## config.mk

```make
export PLATFORM = sky130hd
export DESIGN_NAME = eth_rx_framer_flat
export DESIGN_NICKNAME = d
export VERILOG_FILES = /design/src/rtl/eth_rx_framer_if.sv /design/src/rtl/eth_rx_framer.sv /design/src/flat_wrapper.sv
export SDC_FILE = /design/constraint.sdc
export NUM_CORES = 1
export LEC_CHECK = 0
export CAP_MARGIN = 20
export CORE_ASPECT_RATIO = 1.25
export CORE_MARGIN = 2
export CORE_UTILIZATION = 56
export DETAILED_ROUTE_END_ITERATION = 12
export PLACE_DENSITY = 0.83
export RECOVER_POWER = 100
export SLEW_MARGIN = 20
export SYNTH_ARGS = -nofsm -noshare
export SYNTH_HDL_FRONTEND = slang
export SYNTH_SLANG_ARGS = --single-unit
```

## constraint.sdc

```tcl
create_clock -name clock -period 4.9 [get_ports clock]
set_input_delay 0.735 -clock clock [delete_from_list [all_inputs] [get_ports clock]]
set_output_delay 0.735 -clock clock [all_outputs]
set_load 0.1 [all_outputs]
```

## src/rtl/eth_rx_framer_if.sv

```systemverilog
// eth_rx_framer_if: framed receive byte stream with end-of-frame status.
// master drives out_valid/out_data/out_sof/out_eof/crc_ok/len_err/frame_len.
interface eth_rx_framer_if;
  logic        out_valid;
  logic [7:0]  out_data;
  logic        out_sof;
  logic        out_eof;
  logic        crc_ok;
  logic        len_err;
  logic [13:0] frame_len;

  modport master (
    output out_valid, out_data, out_sof, out_eof,
    output crc_ok, len_err, frame_len
  );

  modport slave (
    input out_valid, out_data, out_sof, out_eof,
    input crc_ok, len_err, frame_len
  );
endinterface

```

## src/rtl/eth_rx_framer.sv

```systemverilog
// eth_rx_framer: GMII rx preamble/SFD strip, framing, FCS and length check.
// Ports: clock, reset (async high), rx_dv, rx_data, fr (eth_rx_framer_if
// master: out_* stream + eof status), good_cnt, bad_cnt (saturating).
// Define FCS_STRIP_EN to drop the 4 FCS bytes via a 5-byte delay line.
module eth_rx_framer #(
  parameter int MIN_LEN = 64,
  parameter int MAX_LEN = 1518
) (
  input  logic             clock,
  input  logic             reset,
  input  logic             rx_dv,
  input  logic [7:0]       rx_data,
  eth_rx_framer_if.master  fr,
  output logic [15:0]      good_cnt,
  output logic [15:0]      bad_cnt
);

`ifdef FCS_STRIP_EN
  localparam int DEPTH = 5;
`else
  localparam int DEPTH = 1;
`endif
  localparam logic [2:0] FULL = 3'(DEPTH);
  localparam logic [31:0] RESIDUE = 32'hC704DD7B;

  typedef enum logic [1:0] {IDLE, PRE, DATA, DROP} state_t;

  state_t      state, state_nx;
  logic [31:0] crc, crc_nx, crc_rev;
  logic [13:0] len, len_inc;
  logic [7:0]  dl [DEPTH];
  logic [2:0]  fill;
  logic        sof_pend;
  logic        start, take, emit, eof, bad;
  logic        crc_ok_w, len_err_w;

  function automatic logic [31:0] crc_byte(
    input logic [31:0] c,
    input logic [7:0]  d
  );
    logic [31:0] r;
    r = c ^ {24'h0, d};
    for (int i = 0; i < 8; i++)
      r = r[0] ? ((r >> 1) ^ 32'hEDB88320) : (r >> 1);
    return r;
  endfunction

  always_comb begin
    crc_nx  = crc_byte(crc, rx_data);
    len_inc = (len == 14'h3FFF) ? len : len + 14'd1;
    crc_rev = '0;
    // Engine runs reflected; the residue constant is in MSB-first form.
    for (int i = 0; i < 32; i++)
      crc_rev[i] = crc[31-i];
    crc_ok_w  = (crc_rev == RESIDUE);
    len_err_w = (len < 14'(MIN_LEN)) || (len > 14'(MAX_LEN));
  end

  always_ff @(posedge clock or posedge reset) begin
    if (reset) state <= IDLE;
    else       state <= state_nx;
  end

  always_comb begin
    state_nx = state;
    start    = 1'b0;
    take     = 1'b0;
    emit     = 1'b0;
    eof      = 1'b0;
    bad      = 1'b0;
    unique case (state)
      IDLE: begin
        if (rx_dv) begin
          if (rx_data == 8'h55) begin
            state_nx = PRE;
          end else if (rx_data == 8'hD5) begin
            state_nx = DATA;
            start    = 1'b1;
          end else begin
            state_nx = DROP;
          end
        end
      end
      PRE: begin
        if (!rx_dv) begin
          state_nx = IDLE;
          bad      = 1'b1;
        end else if (rx_data == 8'hD5) begin
          state_nx = DATA;
          start    = 1'b1;
        end else if (rx_data != 8'h55) begin
          state_nx = DROP;
        end
      end
      DATA: begin
        if (rx_dv) begin
          take = 1'b1;
          emit = (fill == FULL);
        end else begin
          state_nx = IDLE;
          // Too few bytes to fill the delay line: nothing to deliver.
          if (fill == FULL) begin
            emit = 1'b1;
            eof  = 1'b1;
          end else begin
            bad = 1'b1;
          end
        end
      end
      DROP: begin
        if (!rx_dv) begin
          state_nx = IDLE;
          bad      = 1'b1;
        end
      end
      default: state_nx = IDLE;
    endcase
  end

  always_ff @(posedge clock or posedge reset) begin
    if (reset) begin
      fr.out_valid <= 1'b0;
      fr.out_data  <= 8'h00;
      fr.out_sof   <= 1'b0;
      fr.out_eof   <= 1'b0;
      fr.crc_ok    <= 1'b0;
      fr.len_err   <= 1'b0;
      fr.frame_len <= 14'h0;
      good_cnt     <= 16'h0;
      bad_cnt      <= 16'h0;
      crc          <= 32'hFFFFFFFF;
      len          <= 14'h0;
      fill         <= 3'd0;
      sof_pend     <= 1'b0;
      for (int i = 0; i < DEPTH; i++)
        dl[i] <= 8'h00;
    end else begin
      fr.out_valid <= emit;
      fr.out_data  <= emit ? dl[DEPTH-1] : 8'h00;
      fr.out_sof   <= emit & sof_pend;
      fr.out_eof   <= eof;
      fr.crc_ok    <= eof & crc_ok_w;
      fr.len_err   <= eof & len_err_w;
      fr.frame_len <= eof ? len : 14'h0;
      if (start) begin
        crc      <= 32'hFFFFFFFF;
        len      <= 14'h0;
        fill     <= 3'd0;
        sof_pend <= 1'b1;
      end
      if (take) begin
        crc   <= crc_nx;
        len   <= len_inc;
        dl[0] <= rx_data;
        for (int i = 1; i < DEPTH; i++)
          dl[i] <= dl[i-1];
        if (fill != FULL)
          fill <= fill + 3'd1;
      end
      if (emit)
        sof_pend <= 1'b0;
      if (eof && crc_ok_w && !len_err_w) begin
        if (good_cnt != 16'hFFFF)
          good_cnt <= good_cnt + 16'd1;
      end else if (eof || bad) begin
        if (bad_cnt != 16'hFFFF)
          bad_cnt <= bad_cnt + 16'd1;
      end
    end
  end

endmodule
```

## src/flat_wrapper.sv

```systemverilog
// flat-port wrapper written by rule: the top's interface ports become plain ports
module eth_rx_framer_flat 
#(
  parameter int MIN_LEN = 64,
  parameter int MAX_LEN = 1518
)
  (clock, reset, rx_dv, rx_data, good_cnt, bad_cnt, fr_out_valid, fr_out_data, fr_out_sof, fr_out_eof, fr_crc_ok, fr_len_err, fr_frame_len);
  eth_rx_framer_if fr_i ();
  input  logic clock;
  input  logic reset;
  input  logic rx_dv;
  input  logic [7:0] rx_data;
  output logic [15:0] good_cnt;
  output logic [15:0] bad_cnt;
  output wire logic [$bits(fr_i.out_valid)-1:0] fr_out_valid;
  output wire logic [$bits(fr_i.out_data)-1:0] fr_out_data;
  output wire logic [$bits(fr_i.out_sof)-1:0] fr_out_sof;
  output wire logic [$bits(fr_i.out_eof)-1:0] fr_out_eof;
  output wire logic [$bits(fr_i.crc_ok)-1:0] fr_crc_ok;
  output wire logic [$bits(fr_i.len_err)-1:0] fr_len_err;
  output wire logic [$bits(fr_i.frame_len)-1:0] fr_frame_len;
  assign fr_out_valid = fr_i.out_valid;
  assign fr_out_data = fr_i.out_data;
  assign fr_out_sof = fr_i.out_sof;
  assign fr_out_eof = fr_i.out_eof;
  assign fr_crc_ok = fr_i.crc_ok;
  assign fr_len_err = fr_i.len_err;
  assign fr_frame_len = fr_i.frame_len;
  eth_rx_framer #(.MIN_LEN(MIN_LEN), .MAX_LEN(MAX_LEN)) u_core (.clock(clock), .reset(reset), .rx_dv(rx_dv), .rx_data(rx_data), .fr(fr_i), .good_cnt(good_cnt), .bad_cnt(bad_cnt));
endmodule
```

==> key figures <==
Logic synthesis
  – Asr flop ratio synth: 100%
  – Main combinational cell family by area after synthesis: simple AND/OR/NAND/NOR gates
  – Mux cell area share after synthesis: 0.391%
  – EDFF count, synth: 0
  – Sequential area share after synthesis: 52.4%
  – Synth Area in XOR/XNOR: 17.8%
  – Synth Area in Adders: 1.30%
  – Post-synthesis compound-gate area fraction: 6.04%
  – Synth Flop Type: dfrtp_1
  – Synth Cell Area: 5760 um^2
  – Cells after synthesis: 531
  – Post-synthesis area per instance: 10.8 um^2
  – Syn Nets: 548
  – Synth warnings: 0
  – Post-Synth Simple-Gate Area: 19.8%
  – #FFs+latches synth: 119
  – Count of cell types in the netlist: 49

Timing
  – Unrepaired setup endpoints after global routing: no
  – Relative slew slack: -59.9%
  – Final Setup Violations: 0
  – Slew Viols, Final: 57
  – Tcrit/Tclk final: 65.4%
  – Slew of the pin with the lowest slew margin: 2390 ps
  – Final TNS setup: 0 ps
  – Clock skew: 8.33 ps
  – Final min period: 3210 ps
  – Highest clock rate: 312 MHz
  – Fin. Hold Viols: 0

Layout
  – Non-Filler Instances: 743
  – Register area: 3020 um^2
  – Fraction of layout cells with a size suffix above 1: 13.2%
  – Multi-input combinational cell area: 2510 um^2
  – FILL cells: 737
  – Layout area overhead: 23.3%
  – N_diodes: 0
  – Number of nets in the layout: 620
  – Most common cell after layout, fill and taps aside: dfrtp_1
  – Most frequent cells in the layout: 87 x dfrtp_1, 63 x xnor2_1, 62 x dlygate4sd3_1, 48 x nand2_1, 39 x xor2_1

Worst setup path
  – CP Data Required Time: 5190 ps
  – Critical Path Fanout Max: 17
  – Critical path arrival: 3490 ps
  – Setup crit start: rx_dv
  – Critical setup path kind: in2reg
  – R2r endpoint: u_core.bad_cnt[13]
  – CP cell instances: dlygate4sd3_1 -> nand3b_1 -> a2111oi_0 -> nand4_1 -> xnor2_1 -> nor2_1
  – CP Capture Type: flip-flop
  – Worst R2R Start: u_core.fill[0]
  – Crit-path slowest cell: a2111oi_0
  – Critical Path Sink: u_core.len[11]
  – Startpoint types: input pin
  – Reg2Reg Depth: 7
  – R2R setup slack: 1770 ps
  – Critical path's largest stage delay: 1130 ps

Detailed routing
  – DRC viols: 0
  – Routed WL per cell: 16.8 um
  – Post-Route WL: 12.5 mm
  – DRT antenna net count: 0
  – Drt pass-1 iters: 5
  – 1st-iter DRT viols: 281
  – Routed vias/inst: 5.61
  – DR vias: 4171

Clock network
  – Worst-Skew Late Latency: 420 ps
  – Clk buf depth: 2
  – CTS resizes: 0
  – Num CTS Buffers: 17
  – Htree depth: 4
  – Sink Count: 119
  – Hold_buf cts: 0
  – Root Driver: clkbuf_16
  – CTS tree: yes
  – Post-CTS setup buffer count: 0
  – CTS clock-pin slew for the worst setup and hold paths: 50 ps

Floorplanning
  – Row count: 41
  – Core area: 10100 um^2
  – Initial Utilization: 57.3%
  – Die W: 94.7 um
  – Die outline height: 117 um
  – Die area: 11100 um^2
  – I/O pin count: 70

Power and ir drop
  – Pwr/cell area: 676 nW/um^2
  – Overall power: 4.80 mW
  – Worst vdd ir: 494 uV
  – Leak Pwr: 3.23 nW

Job
  – Max-Cap Viols: 1

Global routing
  – Total global-route track usage: 24.4%
  – GRT overflow: 0
  – Pin count of the biggest net entering global routing: 70
  – Initial antenna violation count: 0
  – First-pass GRT wire length: 20.9 mm
  – Vias in the first global route: 4205

Placed design
  – Routability cong.: 0.838
  – Cells after DPL: 713
  – # port buffers: 69
  – HPWL Detailed: 8.23 mm

Run status
  – Failing checks: capacitance limit, slew limit
  – Status: complete, but fails checks

Hold path
  – Worst hold path type: reg2reg
Yosys cell counts, types with 2 or more instances:
library cell,instances,area [um^2]
mux2_2,2,22.5
nand3_1,18,90.1
xnor2_1,63,552
o21ai_0,16,80.1
clkbuf_1,14,52.6
nor3_4,2,32.5
nand2_1,48,180
nor4b_1,3,26.3
a21oi_4,2,32.5
a21oi_1,34,170
and2_1,20,125
inv_1,14,52.6
buf_1,2,7.51
ha_1,6,75.1
buf_2,3,15.0
xnor2_2,8,130
xor2_1,39,342
nor3_2,2,20.0
nor2_1,28,105
nor4_2,3,37.5
and4_1,3,26.3
nand4b_1,5,43.8
nand4_1,16,100
nor3_1,32,160
dfrtp_1,87,2180
dfstp_2,32,841
nor4_1,2,12.5
and3_1,6,37.5
flip-flops by register name (all words and copies together) (netlist names):
| name | count |
|---|---|
| u_core.fill | 3 |
| u_core.fr.frame_len | 14 |
| u_core.fr.crc_ok | 1 |
| u_core.dl | 8 |
| u_core.good_cnt | 16 |
| u_core.fr.out_sof | 1 |
| u_core.state | 2 |
| u_core.len | 14 |
| u_core.fr.out_valid | 1 |
| u_core.sof_pend | 1 |
| u_core.crc | 32 |
| u_core.bad_cnt | 16 |
| u_core.fr.out_eof | 1 |
| u_core.fr.len_err | 1 |
| u_core.fr.out_data | 8 |
through the flow:
step	setup slack, ps	hold slack, ps	cell area (um^2)	util, %
global route	1200	480	7100	70.6
detailed placement	1790	455	6560	65.3
floorplan	1060	437	5760	-
finish	1690	467	7100	70.6
CTS	2000	469	7200	71.6
global placement	1850	454	6560	65.3
cell families after synthesis:
kind of cell,after synthesis
buffers and inverters,34
XOR/XNOR,110
multiplexers,2
AO/OA/AOI/OAI,59
adder cells (fa/ha/maj),6
flip-flops,119
AND/OR/NAND/NOR,201
power by group:
| group | leakage, nW | internal, mW | switching (mW) | total (mW) |
|---|---|---|---|---|
| Sequential | 1.49 | 1.29 | 0.244 | 1.54 |
| Combinational | 1.43 | 0.789 | 1.12 | 1.91 |
| Clock | 0.306 | 0.922 | 0.430 | 1.35 |
| Total | 3.23 | 3.00 | 1.80 | 4.80 |
worst min path at each step:
stage / start / to / slack (ps) / depth (start not counted)
3_3_place_gp: u_core.dl[1] / u_core.dl[1] / 450 / 2
3_5_place_dp: u_core.dl[0] / u_core.dl[0] / 460 / 2
6_report: u_core.dl[0] / u_core.dl[0] / 470 / 2
2_1_floorplan: u_core.dl[0] / u_core.dl[0] / 440 / 2
5_1_grt: u_core.dl[0] / u_core.dl[0] / 480 / 2
4_1_cts: u_core.dl[0] / u_core.dl[0] / 470 / 2
worst max-delay path: cells and delay by family:
| family | cells | cell delay (ps) |
|---|---|---|
| xor+xnor | 1 | 200 |
| buf+inv | 1 | 670 |
| compound gates | 1 | 1130 |
| simple gates | 3 | 770 |
layer usage:
layer	vias up	track usage [%]	part of all wire (%)
met4	0	9.96	2.3
met2	151	38.9	52
met5	-	0	0
li1	1962	-	-
met3	29	7.19	4.9
met1	2029	31.0	41
layout make-up:
type	count	share of cell area, %
timing repair buffer	73	10.1
sequential	119	42.5
multi-input combinational	378	35.4
clock buffer	22	6.54
tap	129	2.27
inverter	14	0.758
clock inverter	8	2.41
Power figures use the tool's default switching activity.
